--- src/rtl/mem_access_unit.sv ---
// MEM-stage data-RAM access unit: turns the registered load/store control
// from EX/MEM into one request/response transaction on the data bus, returns
// lane-selected, extended load data to WB and stalls the pipe meanwhile.
module mem_access_unit #(
    parameter int ADDR_WIDTH = 32,
    parameter int DATA_WIDTH = 32
) (
    input  logic                  clk,
    input  logic                  rst,
    input  logic                  flush,
    input  logic                  stall_current_stage,
    input  logic                  mem_read_flag,
    input  logic                  mem_write_flag,
    input  logic                  mem_sign_ext_flag,
    input  logic [3:0]            mem_sel,
    input  logic [DATA_WIDTH-1:0] mem_write_data,
    input  logic [ADDR_WIDTH-1:0] mem_addr,
    output logic                  ram_en,
    output logic [3:0]            ram_wen,
    output logic [ADDR_WIDTH-1:0] ram_addr,
    output logic [DATA_WIDTH-1:0] ram_wdata,
    input  logic                  ram_addr_ok,
    input  logic                  ram_data_ok,
    input  logic [DATA_WIDTH-1:0] ram_rdata,
    output logic [DATA_WIDTH-1:0] load_data,
    output logic                  stall_request
);

    typedef enum logic [2:0] {IDLE, REQ, WAIT, DONE, DRAIN} state_t;
    typedef enum logic [1:0] {SZ_BYTE, SZ_HALF, SZ_WORD} size_t;

    state_t          state;
    size_t           size_d, size_q;
    logic [1:0]      lane_q;
    logic            sext_q;
    logic            is_load_q;
    logic            access;
    logic            is_store;
    logic [DATA_WIDTH-1:0] wdata_d;
    logic [DATA_WIDTH-1:0] load_ext;
    logic [7:0]      rd_byte;
    logic [15:0]     rd_half;

    // a store wins when both flags are set
    assign access   = mem_read_flag | mem_write_flag;
    assign is_store = mem_write_flag;

    // access size from the lane enables; anything irregular is a word
    always_comb begin
        size_d = SZ_WORD;
        case (mem_sel)
            4'b0001, 4'b0010, 4'b0100, 4'b1000: size_d = SZ_BYTE;
            4'b0011, 4'b1100:                   size_d = SZ_HALF;
            default:                            size_d = SZ_WORD;
        endcase
    end

    // replicate right-aligned store data across every lane it could land in
    always_comb begin
        wdata_d = mem_write_data;
        case (size_d)
            SZ_BYTE: wdata_d = {4{mem_write_data[7:0]}};
            SZ_HALF: wdata_d = {2{mem_write_data[15:0]}};
            default: wdata_d = mem_write_data;
        endcase
    end

    // pick the addressed lane from the response and extend it to a full word
    always_comb begin
        rd_byte  = ram_rdata[{lane_q, 3'b000} +: 8];
        rd_half  = lane_q[1] ? ram_rdata[31:16] : ram_rdata[15:0];
        load_ext = ram_rdata;
        case (size_q)
            SZ_BYTE: load_ext = {{(DATA_WIDTH-8){sext_q & rd_byte[7]}}, rd_byte};
            SZ_HALF: load_ext = {{(DATA_WIDTH-16){sext_q & rd_half[15]}}, rd_half};
            default: load_ext = ram_rdata;
        endcase
    end

    // stall while a transaction is pending; DONE lets the instruction retire
    always_comb begin
        stall_request = 1'b0;
        case (state)
            IDLE:             stall_request = access & ~flush;
            REQ, WAIT, DRAIN: stall_request = 1'b1;
            default:          stall_request = 1'b0;
        endcase
    end

    // transaction FSM with registered bus outputs and load result
    always_ff @(posedge clk) begin
        if (rst) begin
            state     <= IDLE;
            ram_en    <= 1'b0;
            ram_wen   <= 4'b0000;
            ram_addr  <= '0;
            ram_wdata <= '0;
            load_data <= '0;
            size_q    <= SZ_WORD;
            lane_q    <= 2'b00;
            sext_q    <= 1'b0;
            is_load_q <= 1'b0;
        end else begin
            case (state)
                IDLE: begin
                    if (access && !flush) begin
                        state     <= REQ;
                        ram_en    <= 1'b1;
                        ram_addr  <= {mem_addr[ADDR_WIDTH-1:2], 2'b00};
                        ram_wen   <= is_store ? mem_sel : 4'b0000;
                        ram_wdata <= wdata_d;
                        size_q    <= size_d;
                        lane_q    <= mem_addr[1:0];
                        sext_q    <= mem_sign_ext_flag;
                        is_load_q <= ~is_store;
                    end
                end
                REQ: begin
                    // nothing accepted yet, so a flush simply withdraws the request
                    if (flush) begin
                        state  <= IDLE;
                        ram_en <= 1'b0;
                    end else if (ram_addr_ok) begin
                        state  <= WAIT;
                        ram_en <= 1'b0;
                    end
                end
                WAIT: begin
                    // accepted transaction must still complete on the bus
                    if (flush) begin
                        state <= DRAIN;
                    end else if (ram_data_ok) begin
                        state <= DONE;
                        if (is_load_q) load_data <= load_ext;
                    end
                end
                DONE: begin
                    // hold result until retire; never reissue for the same instruction
                    if (!stall_current_stage || flush) state <= IDLE;
                end
                DRAIN: begin
                    if (ram_data_ok) state <= IDLE;
                end
                default: state <= IDLE;
            endcase
        end
    end

endmodule
--- config.mk ---
export PLATFORM = sky130hd
export DESIGN_NAME = mem_access_unit
export DESIGN_NICKNAME = d
export VERILOG_FILES = /design/src/rtl/mem_access_unit.sv
export SDC_FILE = /design/constraint.sdc
export NUM_CORES = 1
export LEC_CHECK = 0
export ABC_CLOCK_PERIOD_IN_PS = 5000
export CORE_MARGIN = 5
export CORE_UTILIZATION = 45
export DETAILED_ROUTE_END_ITERATION = 16
export PLACE_DENSITY = 0.81
export SYNTH_ARGS = -nofsm -noshare
export SYNTH_HDL_FRONTEND = slang
export SYNTH_SLANG_ARGS = --single-unit
--- constraint.sdc ---
create_clock -name clk -period 5 [get_ports clk]
set_input_delay 1.5 -clock clk [delete_from_list [all_inputs] [get_ports clk]]
set_output_delay 1.5 -clock clk [all_outputs]
set_load 0.02 [all_outputs]
==> results.json <==
{
  "status": "complete, no violations",
  "fin_util_pct": 68.1,
  "ys_top_cells_by_area": "dfxtp_1 (46%), nand2_1 (11%), a211oi_1 (7.6%), a21oi_1 (6.5%), nor2_1 (5.1%)",
  "first_global_vias": 4703,
  "crit_buf_inv": 2,
  "io_buffers": 208,
  "via_count": 4813,
  "critPathMostFrequentCell": "clkdlybuf4s50_1",
  "yosys.area_share.simple_pct": 19.5,
  "leakage_nw": 2.48,
  "dp.final_hpwl_um": 11000,
  "fmax_mhz": 218,
  "cts_hold_buf": 0,
  "wirelength_um": 15000,
  "ys_top_cells_by_count": "nand2_1 (134), dfxtp_1 (108), nor2_1 (64), a21oi_1 (61), a211oi_1 (48)",
  "synth_edf_count": 0,
  "final_area_um2": 7000,
  "yosysTopAreaCell": "dfxtp_1",
  "rsz0062_at_grt": "no",
  "synth_fa_ha_area_share_pct": 0.212,
  "wire_per_inst_um": 17.1,
  "arrival_ns": 3.09,
  "grtUsageTotal_pct": 23.4,
  "path_max_fanout": 4,
  "powerDensity_nw_per_um2": 287,
  "gp_congestion": 0.821,
  "htree_num_levels": 3,
  "synth_compound_area_share_pct": 20.7,
  "period_needed_ns": 4.59,
  "worstHoldPathType": "flop to flop",
  "finalSetupViolations": 0,
  "ys_warn_count": 0,
  "post-cts-setup-buffers": 0,
  "grt_pass1_wl_um": 23900,
  "period_share_pct": 91.9,
  "max_stage_delay_ns": 0.53,
  "grt_max_degree": 107,
  "fin_nets": 846,
  "area_growth_pct": 48.4,
  "synth-xor-area-share_pct": 0.531,
  "core_um2": 10300,
  "firstDrtPassIters": 5,
  "ys_types": 51,
  "drc_errors": 0,
  "synth.area.mux_share_pct": 7.80,
  "path_cells": "clkdlybuf4s50_1 > o21bai_1 > and2_1 > nor2_1 > clkdlybuf4s50_1",
  "io_pins": 211,
  "viasPerCell": 5.48,
  "end_kind": "output port",
  "cp-start-kind": "input port",
  "slew_headroom_pct": 14.0,
  "cts_buffer_depth": 2,
  "criticalPathCategory": "input port to output port",
  "r2r_setup_slack_ns": 2.27,
  "postSynthAreaPerCell_um2": 8.44,
  "overflow": 0,
  "yosysMostFrequentCell": "nand2_1",
  "clock_latency_ns": 0.36,
  "setup_tns_ns": 0,
  "detail_route.iter0.violations": 316,
  "cts_tree": "built",
  "ir_drop_uv": 228,
  "maxCapViolations": 0,
  "die_x_um": 112,
  "dieArea_um2": 12600,
  "crit_slowest_cell": "clkdlybuf4s50_1",
  "async_flop_share_pct": 0,
  "drv_slew": 0,
  "antenna_found_initial": 0,
  "hold_violations": 0,
  "skew_ns": 0.00715,
  "syn_inst": 559,
  "start_util_pct": 45.9,
  "cts.clk_slew.worst_paths_ns": 0.09,
  "clock_sinks": 108,
  "cts-resized-gates": 0,
  "tightestPinTransition_ns": 1.28,
  "ys.flop_type": "dfxtp_1",
  "cpLargestDelayFamily": "buffers and inverters",
  "syn_area_um2": 4720,
  "antenna_left": 0,
  "cts-root-buf": "clkbuf_8",
  "final_layout_size_suffix_gt1_share_pct": 5.12,
  "yosysSeqAreaShare_pct": 45.8,
  "rows": 37,
  "synth_top_family_by_area": "compound AO/OA/AOI/OAI gates",
  "diodes": 0,
  "worstPathRequired_ns": 3.50,
  "place_area_um2": 6810,
  "cts_buffers": 9,
  "synth_top_area_share_pct": 45.8,
  "die_h_um": 112,
  "synth-seq-cells": 108
}
[worst register-to-register path, stage by stage (launching register included)]
cell and delay [ns]:
dfxtp_1 0.93, clkinv_1 0.79, a31oi_4 0.68, a211oi_1 0.17
[final cells by class]
type / instances / area [um2]
flip-flops and latches: 108 / 2160
well taps: 136 / 170
clock buffers: 15 / 166
clock inverters: 1 / 30.0
inverters: 4 / 15.0
fillers: 840 / 3280
multi-input cells: 398 / 2320
repair buffers: 216 / 2140
[metrics by stage]
| stage | hold WS [ns] | worst slack [ns] | total power [mW] | std cells |
|---|---|---|---|---|
| floorplan | 0.455 | 1.37 | 1.24 | 560 |
| global placement | 0.439 | 0.442 | 1.47 | 862 |
| detailed placement | 0.447 | 0.399 | 1.48 | 862 |
| CTS | 0.461 | 0.394 | 2.03 | 878 |
| global route | 0.476 | 0.305 | 2.11 | 878 |
| finish | 0.457 | 0.407 | 2.01 | 878 |
[routing by layer]
metal / share of wire, % / wire length (um) / track usage, % / vias up
met5: 0 / 0 / 0 / -
met4: 3.8 / 571 / 11.4 / 0
met3: 9.8 / 1470 / 7.33 / 39
met2: 47 / 7090 / 38.0 / 236
met1: 39 / 5900 / 28.1 / 2224
li1: - / - / - / 2314
[power breakdown]
group	internal, mW	leakage, nW	switching, mW
combinational	0.245	1.50	0.263
sequential	0.916	0.882	0.0393
clock	0.261	0.0979	0.285
[placed cells by master, fill, tap and decap left out, drive strengths merged, types with 2 or more instances in the layout]
cell type,synthesis,routed
o21a,2,2
a311oi,4,4
nand2,134,134
a221oi,8,8
mux2,2,2
mux4,8,8
inv,3,3
a211o,2,2
conb,1,2
dfxtp,108,108
nor4b,3,3
clkbuf,24,15
nor4,3,3
a211oi,49,49
nand3,8,8
mux2i,15,15
nor2,64,64
clkdlybuf4s50,0,207
a21oi,61,61
buf,26,9
nand2b,3,3
nor3,2,2
o221ai,7,7
[sequential cells by signal, indices dropped and copies added (netlist names)]
name       flops
load_data     32
size_q         2
lane_q         2
sext_q         1
ram_en         1
is_load_q      1
state          3
ram_wdata     32
ram_wen        4
ram_addr      30
[cells by family (layout without fill, tap and decap cells)]
| logic type | after synthesis | in the layout |
|---|---|---|
| and+or+nand+nor | 225 | 225 |
| adders and majority gates | 1 | 1 |
| DFF | 108 | 108 |
| xor gates and xnor gates | 2 | 2 |
| other | 1 | 2 |
| buffers and inverters | 54 | 236 |
| AOI/OAI and AO/OA | 143 | 143 |
| muxes | 25 | 25 |
[path summary, 6_finish.rpt]
check,to,from,depth (start not counted)
setup / recovery,stall_request,mem_write_flag,5
hold reg to reg,ram_addr[3],ram_addr[3],2
setup reg to reg,load_data[22],size_q[1],3
hold / removal,ram_addr[3],ram_addr[3],2
Note: power is estimated with default switching activity, not from simulation.
